File: src/rtl/i2c_slv_pkg.sv
// Shared definitions for the I2C slave controller: FSM encoding, address width
// and the R/W command codes carried in bit 0 of the address byte.
package i2c_slv_pkg;

  localparam int ADDR_W = 7;

  localparam logic RW_WRITE = 1'b0;
  localparam logic RW_READ  = 1'b1;

  typedef enum logic [2:0] {
    IDLE,
    ADDR,
    ADDR_ACK,
    RX,
    RX_ACK,
    TX,
    TX_ACK,
    IGNORE
  } state_t;

endpackage

File: src/rtl/i2c_slv_bus_det.sv
// Bus front end: synchronizes raw SCL/SDA and turns their edges into
// registered single-cycle SCL rise/fall and START/STOP events.
module i2c_slv_bus_det #(
  parameter int SYNC_STAGES = 2
) (
  input  logic clk,
  input  logic rstn,
  input  logic scl_i,
  input  logic sda_i,
  output logic sda,
  output logic scl_rise,
  output logic scl_fall,
  output logic sta,
  output logic sto
);

  logic [SYNC_STAGES-1:0] scl_sync;
  logic [SYNC_STAGES-1:0] sda_sync;
  logic                   scl_s;
  logic                   sda_s;
  logic                   scl_q;
  logic                   sda_q;

  assign scl_s = scl_sync[SYNC_STAGES-1];
  assign sda_s = sda_sync[SYNC_STAGES-1];

  // Idle bus is high, so synchronizers come out of reset released.
  always_ff @(posedge clk or negedge rstn) begin
    if (!rstn) begin
      scl_sync <= '1;
      sda_sync <= '1;
      scl_q    <= 1'b1;
      sda_q    <= 1'b1;
    end else begin
      scl_sync <= {scl_sync[SYNC_STAGES-2:0], scl_i};
      sda_sync <= {sda_sync[SYNC_STAGES-2:0], sda_i};
      scl_q    <= scl_s;
      sda_q    <= sda_s;
    end
  end

  // Events are registered so they all land one cycle after the synchronized edge.
  always_ff @(posedge clk or negedge rstn) begin
    if (!rstn) begin
      sda      <= 1'b1;
      scl_rise <= 1'b0;
      scl_fall <= 1'b0;
      sta      <= 1'b0;
      sto      <= 1'b0;
    end else begin
      sda      <= sda_s;
      scl_rise <= scl_s & ~scl_q;
      scl_fall <= ~scl_s & scl_q;
      sta      <= scl_s & scl_q & sda_q & ~sda_s;
      sto      <= scl_s & scl_q & ~sda_q & sda_s;
    end
  end

endmodule

File: src/rtl/i2c_slv_ctrl.sv
// I2C slave controller: 7-bit address match, byte receive/transmit with ACK
// handling, programmable SDA hold time and clock stretching on empty TX data.
module i2c_slv_ctrl
  import i2c_slv_pkg::*;
#(
  parameter int SYNC_STAGES = 2
) (
  input  logic              clk,
  input  logic              rstn,
  input  logic              ena,
  input  logic [ADDR_W-1:0] slv_addr,
  input  logic [15:0]       thddat,
  input  logic              scl_i,
  input  logic              sda_i,
  output logic              scl_o,
  output logic              sda_o,
  input  logic [7:0]        tx_data,
  input  logic              tx_valid,
  output logic              tx_ready,
  output logic [7:0]        rx_data,
  output logic              rx_valid,
  output logic              addressed,
  output logic              rw,
  output logic              sta_det,
  output logic              sto_det,
  output logic              nack_det
);

  state_t      state, state_n;
  logic        sda_smp, rise_raw, fall_raw, sta_raw, sto_raw;
  logic        rise, fall, sta, sto;
  logic [7:0]  shreg, byte_in;
  logic [3:0]  bit_cnt;
  logic        ack_hi, wait_tx, pend, pend_val, pend_scl;
  logic [15:0] hold_cnt;

  logic bit_clr, bit_inc, ack_set, ack_clr, sh_in, rx_done, addr_hit, rel_sda;
  logic drv_req, drv_val, tx_start, tx_load, stretch, tx_shift, nack, bus_rel;

  i2c_slv_bus_det #(
    .SYNC_STAGES(SYNC_STAGES)
  ) u_bus_det (
    .clk      (clk),
    .rstn     (rstn),
    .scl_i    (scl_i),
    .sda_i    (sda_i),
    .sda      (sda_smp),
    .scl_rise (rise_raw),
    .scl_fall (fall_raw),
    .sta      (sta_raw),
    .sto      (sto_raw)
  );

  assign rise    = rise_raw & ena;
  assign fall    = fall_raw & ena;
  assign sta     = sta_raw & ena;
  assign sto     = sto_raw & ena;
  assign sta_det = sta;
  assign sto_det = sto;
  assign byte_in = {shreg[6:0], sda_smp};

  always_ff @(posedge clk or negedge rstn) begin
    if (!rstn) state <= IDLE;
    else       state <= state_n;
  end

  always_comb begin
    state_n  = state;
    bit_clr  = 1'b0;
    bit_inc  = 1'b0;
    ack_set  = 1'b0;
    ack_clr  = 1'b0;
    sh_in    = 1'b0;
    rx_done  = 1'b0;
    addr_hit = 1'b0;
    rel_sda  = 1'b0;
    drv_req  = 1'b0;
    drv_val  = 1'b1;
    tx_start = 1'b0;
    tx_load  = 1'b0;
    stretch  = 1'b0;
    tx_shift = 1'b0;
    nack     = 1'b0;
    bus_rel  = 1'b0;
    if (!ena) begin
      state_n = IDLE;
      bus_rel = 1'b1;
    end else if (sta) begin
      state_n = ADDR;
      bit_clr = 1'b1;
      bus_rel = 1'b1;
    end else if (sto) begin
      state_n = IDLE;
      bus_rel = 1'b1;
    end else begin
      // Every falling SCL edge ends the current bit, so any drive is dropped here.
      rel_sda = fall;
      unique case (state)
        ADDR: begin
          if (rise) begin
            sh_in   = 1'b1;
            bit_inc = 1'b1;
            if (bit_cnt == 4'd7) begin
              if (byte_in[7:1] == slv_addr) begin
                state_n  = ADDR_ACK;
                addr_hit = 1'b1;
                ack_clr  = 1'b1;
              end else begin
                state_n = IGNORE;
              end
            end
          end
        end
        ADDR_ACK, RX_ACK: begin
          if (rise) begin
            ack_set = 1'b1;
          end else if (fall) begin
            if (!ack_hi) begin
              drv_req = 1'b1;
              drv_val = 1'b0;
            end else begin
              bit_clr = 1'b1;
              if (state == ADDR_ACK && rw == RW_READ) begin
                state_n  = TX;
                tx_start = 1'b1;
              end else begin
                state_n = RX;
              end
            end
          end
        end
        RX: begin
          if (rise) begin
            sh_in   = 1'b1;
            bit_inc = 1'b1;
            if (bit_cnt == 4'd7) begin
              rx_done = 1'b1;
              state_n = RX_ACK;
              ack_clr = 1'b1;
            end
          end
        end
        TX: begin
          if (wait_tx) begin
            tx_load = tx_valid;
          end else if (rise) begin
            bit_inc = 1'b1;
          end else if (fall) begin
            if (bit_cnt == 4'd8) begin
              state_n = TX_ACK;
              ack_clr = 1'b1;
            end else begin
              tx_shift = 1'b1;
              drv_req  = 1'b1;
              drv_val  = shreg[7];
            end
          end
        end
        TX_ACK: begin
          if (rise) begin
            if (sda_smp) begin
              nack    = 1'b1;
              state_n = IGNORE;
            end else begin
              ack_set = 1'b1;
            end
          end else if (fall && ack_hi) begin
            state_n  = TX;
            bit_clr  = 1'b1;
            tx_start = 1'b1;
          end
        end
        default: ;
      endcase
    end
    if (tx_start) begin
      tx_load = tx_valid;
      stretch = ~tx_valid;
    end
    if (tx_load) begin
      drv_req = 1'b1;
      drv_val = tx_data[7];
    end
  end

  // Shift register holds the byte being received, or the TX bits still to send.
  always_ff @(posedge clk) begin
    if (tx_load)       shreg <= {tx_data[6:0], 1'b1};
    else if (tx_shift) shreg <= {shreg[6:0], 1'b1};
    else if (sh_in)    shreg <= byte_in;
  end

  always_ff @(posedge clk or negedge rstn) begin
    if (!rstn) begin
      bit_cnt   <= 4'd0;
      ack_hi    <= 1'b0;
      addressed <= 1'b0;
      rw        <= RW_WRITE;
      rx_data   <= 8'h00;
      rx_valid  <= 1'b0;
      tx_ready  <= 1'b0;
      nack_det  <= 1'b0;
    end else begin
      rx_valid <= rx_done;
      tx_ready <= tx_load;
      nack_det <= nack;
      if (bit_clr)      bit_cnt <= 4'd0;
      else if (bit_inc) bit_cnt <= bit_cnt + 4'd1;
      if (ack_set)      ack_hi <= 1'b1;
      else if (ack_clr) ack_hi <= 1'b0;
      if (bus_rel) begin
        addressed <= 1'b0;
      end else if (addr_hit) begin
        addressed <= 1'b1;
        rw        <= byte_in[0];
      end
      if (rx_done) rx_data <= byte_in;
    end
  end

  // Line drivers: a requested SDA value waits thddat cycles in pend/hold_cnt;
  // a stretched SCL is let go together with the first TX bit.
  always_ff @(posedge clk or negedge rstn) begin
    if (!rstn) begin
      sda_o    <= 1'b1;
      scl_o    <= 1'b1;
      pend     <= 1'b0;
      pend_val <= 1'b1;
      pend_scl <= 1'b0;
      hold_cnt <= 16'd0;
      wait_tx  <= 1'b0;
    end else if (bus_rel) begin
      sda_o    <= 1'b1;
      scl_o    <= 1'b1;
      pend     <= 1'b0;
      pend_scl <= 1'b0;
      wait_tx  <= 1'b0;
    end else if (stretch) begin
      sda_o   <= 1'b1;
      scl_o   <= 1'b0;
      pend    <= 1'b0;
      wait_tx <= 1'b1;
    end else if (drv_req) begin
      wait_tx <= 1'b0;
      if (thddat == 16'd0) begin
        sda_o <= drv_val;
        pend  <= 1'b0;
        if (wait_tx) scl_o <= 1'b1;
      end else begin
        sda_o    <= 1'b1;
        pend     <= 1'b1;
        pend_val <= drv_val;
        pend_scl <= wait_tx;
        hold_cnt <= 16'd1;
      end
    end else if (rel_sda) begin
      sda_o <= 1'b1;
      pend  <= 1'b0;
    end else if (pend) begin
      if (hold_cnt >= thddat) begin
        sda_o    <= pend_val;
        pend     <= 1'b0;
        pend_scl <= 1'b0;
        if (pend_scl) scl_o <= 1'b1;
      end else if (hold_cnt != 16'hFFFF) begin
        hold_cnt <= hold_cnt + 16'd1;
      end
    end
  end

endmodule

File: config.mk
export PLATFORM = sky130hd
export DESIGN_NAME = i2c_slv_ctrl
export DESIGN_NICKNAME = d
export VERILOG_FILES = /design/src/rtl/i2c_slv_pkg.sv /design/src/rtl/i2c_slv_bus_det.sv /design/src/rtl/i2c_slv_ctrl.sv
export SDC_FILE = /design/constraint.sdc
export NUM_CORES = 1
export LEC_CHECK = 0
export BUFFER_PORTS_ARGS = -buffer_cell sky130_fd_sc_hd__clkbuf_2
export CELL_PAD_IN_SITES_DETAIL_PLACEMENT = 1
export CELL_PAD_IN_SITES_GLOBAL_PLACEMENT = 1
export CORE_ASPECT_RATIO = 0.9
export CORE_UTILIZATION = 45
export DETAILED_ROUTE_END_ITERATION = 16
export GPL_ROUTABILITY_DRIVEN = 0
export PLACE_DENSITY = 0.77
export SYNTH_ARGS = -nofsm -noshare
export SYNTH_HDL_FRONTEND = slang
export SYNTH_SLANG_ARGS = --single-unit
File: constraint.sdc
create_clock -name clk -period 3.5 [get_ports clk]
set_clock_uncertainty 0.15 [all_clocks]
set_input_delay 0.35 -clock clk [delete_from_list [all_inputs] [get_ports clk]]
set_output_delay 0.35 -clock clk [all_outputs]
set_load 0.005 [all_outputs]
# ---- Word level (Yosys, flattened, before mapping)
# Index checks and enable logic that the tools add are counted.
dict set report word_totals {
  regBits 61
  inputBits 37
  output_inout_bits 17
  wordCells 276
}
dict set report op_classes {
  n_addsub 2
  magnitude_cmp 1
  n_eq_ne 33
  mux 168
  bitwise_logic 19
  n_reduce_logical 27
}
# op count
set ops {}
lappend ops {{$mux W1} 130}
lappend ops {{$mux W16} 6}
lappend ops {{$mux W3} 19}
lappend ops {{$ne A5 B5 Y1 const B} 11}
lappend ops {{$mux W8} 3}
lappend ops {{$add A16 B1 Y16 const B} 1}
lappend ops {{$ge A16 B16 Y1} 1}
lappend ops {{$logic_not A16 Y1} 1}
lappend ops {{$ne A16 B16 Y1 const B} 1}
lappend ops {{$pmux W3 S5} 1}
lappend ops {{$reduce_and A14 Y1} 1}
lappend ops {{$pmux W1 S2} 6}
lappend ops {{$reduce_bool A3 Y1} 4}
lappend ops {{$reduce_bool A4 Y1} 3}
lappend ops {{$and A1 B1 Y1} 11}
lappend ops {{$reduce_bool A2 Y1} 5}
lappend ops {{$reduce_bool A5 Y1} 2}
lappend ops {{$eq A3 B3 Y1 const B} 3}
lappend ops {{$mux W4} 2}
lappend ops {{$ne A4 B1 Y1 const B} 2}
lappend ops {{$ne A8 B1 Y1 const B} 1}
lappend ops {{$not A1 Y1} 8}
lappend ops {{$eq A7 B7 Y1} 1}
lappend ops {{$reduce_and A7 Y1} 1}
lappend ops {{19 further kinds} 26}

# ---- Longest topological paths before layout
dict set report logic_depth {
  word_depth 16
  depth_mapped 9
  mapped_depth_nobuf 8
}

# ---- Hierarchy
# From an unflattened synthesis, not the netlist that was laid out.
dict set report unflattened {
  hier_cells 400
  area_unflattened_um2 3764.9
}
# mod n_inst cells_per_inst area_each_um2 seq_area_each_um2
set by_module_without_submodules {}
lappend by_module_without_submodules {i2c_slv_ctrl 1 386 3474.6 1310.0}
lappend by_module_without_submodules {i2c_slv_bus_det 1 14 290.3 257.7}

# ---- Least setup slack after synthesis
# Ideal clock, no wire load.
dict set report synth_path {
  path_kind {flip-flop to flip-flop}
  startpoint {register hold_cnt[13]}
  endpoint {register hold_cnt[0]}
  setup_ns 0.125
  arrival_time_ns 2.330
  slack_ns 0.895
  path_stages_with_launch 8
  path_buffers 0
  cell_sequence {dfrtp_1 -> ha_1 -> a21o_1 -> a21o_1 -> a2111oi_4 -> nand4b_2 -> or3_4 -> mux2_4}
}
dict set report synth_via {
  elab_chain_cells 3
  elab_cells_between_ends 5
  classes_between {order compare: 1; eq/ne: 2; reduce/logical: 2}
}
# element line_no
set synth_lines {}
lappend synth_lines {{start: declaration} i2c_slv_ctrl.sv:35} ;# logic [15:0] hold_cnt;
lappend synth_lines {{start signal: assignment} i2c_slv_ctrl.sv:266} ;# hold_cnt <= hold_cnt + 16'd1;
lappend synth_lines {{$ge A16 B16 Y1 or $ne A16 B16 Y1 (tied branches)} {i2c_slv_ctrl.sv:260, i2c_slv_ctrl.sv:265}}
lappend synth_lines {{$ne A2 B2 Y1 (no source line) or $reduce_bool A2 Y1 (tied branches)} -}
lappend synth_lines {{$reduce_and A7 Y1 (no source line) *} -}
# Mark *: on every way between the ends. The rest lies on a longest branch, timed or not.
# A chain may end at the register's enable or synchronous reset.

# ---- Worst setup path after layout
dict set report layout_path {
  startpoint {register state[0]}
  endpoint {register hold_cnt[2]}
}
dict set report layout_via {
  elab_chain_cells 14
  elab_cells_between_ends 33
  classes_between {eq/ne: 7; mux: 20; bitwise: 1; reduce/logical: 5}
}
# element line_no
set layout_lines {}
lappend layout_lines {{start: declaration} i2c_slv_ctrl.sv:29} ;# state_t state, state_n;
lappend layout_lines {{start signal: assignment} i2c_slv_ctrl.sv:64} ;# else state <= state_n;
lappend layout_lines {{$eq A3 B2 Y1} {i2c_slv_ctrl.sv:98, i2c_slv_ctrl.sv:123}}
lappend layout_lines {{$logic_and A1 B1 Y1} i2c_slv_ctrl.sv:123} ;# if (state == ADDR_ACK && rw == RW_READ) begin
lappend layout_lines {{$mux W1} i2c_slv_ctrl.sv:123}
lappend layout_lines {{$mux W1} i2c_slv_ctrl.sv:118} ;# if (!ack_hi) begin
lappend layout_lines {{$mux W1} i2c_slv_ctrl.sv:117} ;# end else if (fall) begin
lappend layout_lines {{$mux W1} i2c_slv_ctrl.sv:115} ;# if (rise) begin
lappend layout_lines {{$pmux W1 S2} i2c_slv_ctrl.sv:98} ;# unique case (state)
lappend layout_lines {{$mux W1} i2c_slv_ctrl.sv:92} ;# end else if (sto) begin
lappend layout_lines {{$mux W1} i2c_slv_ctrl.sv:88} ;# end else if (sta) begin
lappend layout_lines {{$mux W1} i2c_slv_ctrl.sv:85} ;# if (!ena) begin
lappend layout_lines {{$mux W1} i2c_slv_ctrl.sv:176} ;# if (tx_start) begin
lappend layout_lines {{$mux W1} i2c_slv_ctrl.sv:180} ;# if (tx_load) begin
lappend layout_lines {{$ne A2 B2 Y1 (no source line) (tied with other cells)} -}
lappend layout_lines {{$reduce_and A7 Y1 (no source line)} -}
# Parallel ways exist; a longest one is shown, timed or not.

==> results by group <==
Detailed routing
  • WL met3: 398 microns
  • Vias: 3249
  • Met1 Wirelength: 4950 microns
  • DRC viols: 0
  • DRT iter0 DRCs: 182
  • Metal2 WL: 4790 microns
  • Drt first pass iters: 4
  • DR WL/cell: 19.1 microns
  • Top Metal Used: met4
  • DRT Wirelength: 10200 microns
  • Via/cell ratio: 6.05
  • Final antenna-violating net count: 0

Finish
  • Register area: 1570 sq um
  • Most common cell after layout, fill and taps aside: clkbuf_2
  • N_diodes: 0
  • Area delta synth->final: 14.8%
  • Multi-input gate area: 2070 sq um
  • Most frequent cells in the layout: clkbuf_2 (53), dfrtp_1 (44), nand2_1 (30), inv_1 (21), nor2_1 (21)
  • Final Net Count: 489
  • Share of cells above drive strength 1: 0.265
  • Post-route insts no fill: 537
  • Fillers: 943

Power
  • Clock power frac: 0.344
  • Peak supply drop: 0.276 mV
  • Power Dens Cells: 419 nW/um^2
  • Gate power share: 0.192
  • Power Internal: 1.28 mW
  • Psw: 0.556 mW
  • Register share of total power: 0.464
  • Leak Pwr: 2.06 nW
  • Switching Fraction: 0.303

Worst setup path
  • R2R setup slack: 300 ps
  • Worst path max stage delay: 920 ps
  • Worst EP required: 3560 ps
  • Slowest-stage cell, CP: o21ai_1
  • Worst path cell trace: o21bai_2 -> nor4_2 -> o21ai_4 -> inv_2 -> o21ai_1 -> o311ai_0 -> o41ai_1
  • WS Path Type: reg -> reg
  • Critical R2R Capture: hold_cnt[2]
  • R2r startpoint: state[0]
  • CP endpoint kind: register
  • Crit Path Max Fanout: 16
  • FF-to-FF path depth: 7
  • Critical Path Source Type: register
  • Data arrival, critical path: 3260 ps

Placed design
  • Buffers on Ports: 53
  • DP HPWL: 7680 microns
  • DP Cell Count: 518

CTS
  • Clock Pin Slew Worst Setup and Hold Paths: 80 ps
  • CTS Buf Count: 9
  • CTS sink cnt: 61
  • Clk Latency, worst-skew pair: 340 ps
  • Htree depth: 3
  • Clk buf depth: 2
  • CTS tree: yes
  • CTS root buffer: clkbuf_8
  • Setup Buffers After CTS: 0

Floorplan
  • Row count: 31
  • DIE HEIGHT: 89.3 microns
  • Ports: 54
  • Core area: 8110 sq um
  • Die area: 8830 sq um
  • Starting Density: 0.470
  • Die width: 98.9 microns

Yosys
  • Prevailing post-synth register cell: dfrtp_1
  • FF+latch count, synth: 61
  • Asr flop ratio synth: 0.869
  • Synth warn: 0
  • Synth Instances: 375
  • Syn Area/Cell: 10.1 sq um
  • Post-Syn Area: 3810 sq um
  • Yosys cell types: 75
  • Sequential share of the synthesized area: 0.412
  • Post-synth EDFFs: 7
  • Syn nets: 431

Timing
  • Pins Over Slew Limit: 0
  • Worst relative slew slack: 0.235
  • F_max: 312 MHz
  • Period utilization: 0.915
  • Worst-Margin Slew: 1140 ps
  • Crit path time final: 3200 ps
  • Finish-stage setup viols: 0
  • Setup_tns: 0 ps
  • Hold Vio Cnt, Final: 0
  • RSZ-0062 raised after global routing: no

Status
  • Status: complete, no violations

Run
  • Max-cap viol count: 0

Global routing
  • GRT Util Overall: 0.246
  • First-pass GRT wire length: 16700 microns
  • Initial antenna violation count: 0
  • Grt ovf: 0
  • Vias in the first global route: 3229
  • Largest net degree at the start of global routing: 31

Worst hold path
  • Worst hold start: tx_data[3]
  • Worst hold path type: in -> reg
  • Worst Hold End: shreg[4]
  • Worst hold stages: 2
-- synthesized netlist by cell type (all sizes together), types with 6 or more instances --
master | count | area (sq um)
dfrtp | 44 | 1100
nand2 | 30 | 113
inv | 22 | 82.6
nor2 | 21 | 78.8
ha | 19 | 238
a21oi | 15 | 93.8
nand4 | 14 | 93.8
o21ai | 14 | 81.3
and3 | 11 | 73.8
mux2 | 10 | 116
nand3 | 10 | 50.1
nor4 | 10 | 68.8
dfstp | 9 | 236
buf | 8 | 63.8
or4 | 8 | 63.8
a22o | 7 | 61.3
edfxtp | 7 | 210
nand2b | 7 | 43.8
o41ai | 7 | 76.3
clkbuf | 6 | 22.5
mux2i | 6 | 60.1
nand4b | 6 | 58.8
or3 | 6 | 42.5
xor2 | 6 | 52.6
-- per-layer routing --
metal	vias to the layer above	track usage
li1	1536	-
met1	1628	0.338
met2	74	0.405
met3	11	0.0438
met4	0	0.0665
met5	-	0
-- through the flow --
step	setup WS (ps)	hold WS (ps)	total power, mW	util	instance area (sq um)
floorplan	895	-95.6	1.09	-	3810
global placement	360	199	1.19	0.511	4150
detailed placement	286	198	1.21	0.511	4150
CTS	327	150	1.85	0.539	4370
global route	133	164	1.92	0.539	4370
finish	299	161	1.83	0.539	4370
-- state kept, by name, summed over array words and instances (netlist names), 2 cells and up --
name,flops
u_bus_det.scl_sync,2
u_bus_det.sda_sync,2
bit_cnt,4
shreg,8
rx_data,8
hold_cnt,16
state,3
-- power groups by stage --
stage / registers, mW / clock network, mW / logic (mW)
after floorplan: 0.822 / 0 / 0.271
after global placement: 0.857 / 0 / 0.332
after detailed placement: 0.861 / 0 / 0.351
after CTS: 0.848 / 0.643 / 0.357
after global routing: 0.859 / 0.672 / 0.393
final: 0.849 / 0.630 / 0.352
-- worst max path at each step --
stage / from / end / slack (ps) / depth (start not counted)
after floorplan: hold_cnt[13] / hold_cnt[0] / 890 / 7
after global placement: thddat[13] / hold_cnt[14] / 360 / 10
after detailed placement: thddat[13] / hold_cnt[14] / 290 / 10
after CTS: hold_cnt[13] / hold_cnt[14] / 330 / 8
after global routing: hold_cnt[13] / hold_cnt[14] / 130 / 8
final: state[0] / hold_cnt[2] / 300 / 7
-- area by class of cell --
class,count,area share
Tap cell,99,0.0284
Inverter,22,0.0189
Sequential cell,61,0.359
Multi-Input combinational cell,278,0.474
Timing Repair Buffer,61,0.0762
Clock inverter,4,0.0109
Clock buffer,12,0.0332
-- cell families after synthesis --
logic type	after synthesis	share of synthesized area
AO/OA/AOI/OAI	76	0.161
XOR/XNOR	11	0.0253
adder cells (fa/ha/maj)	19	0.0625
buffers and inverters	36	0.0444
flip-flops	61	0.412
multiplexers	16	0.0464
AND/OR/NAND/NOR	156	0.249
-- worst max-delay path: cells and delay by family, from the launching register on --
| kind | cells | cell delay (ps) |
|---|---|---|
| compound gates | 5 | 1960 |
| flops | 1 | 650 |
| buf+inv | 1 | 180 |
| simple gates | 1 | 110 |
-- repair_timing --
item                      4_1_cts  5_1_grt
gates resized for setup         0        0
hold endpoints to repair       28        0
hold buffers                    3        0
(Power assumes the default switching activity.)
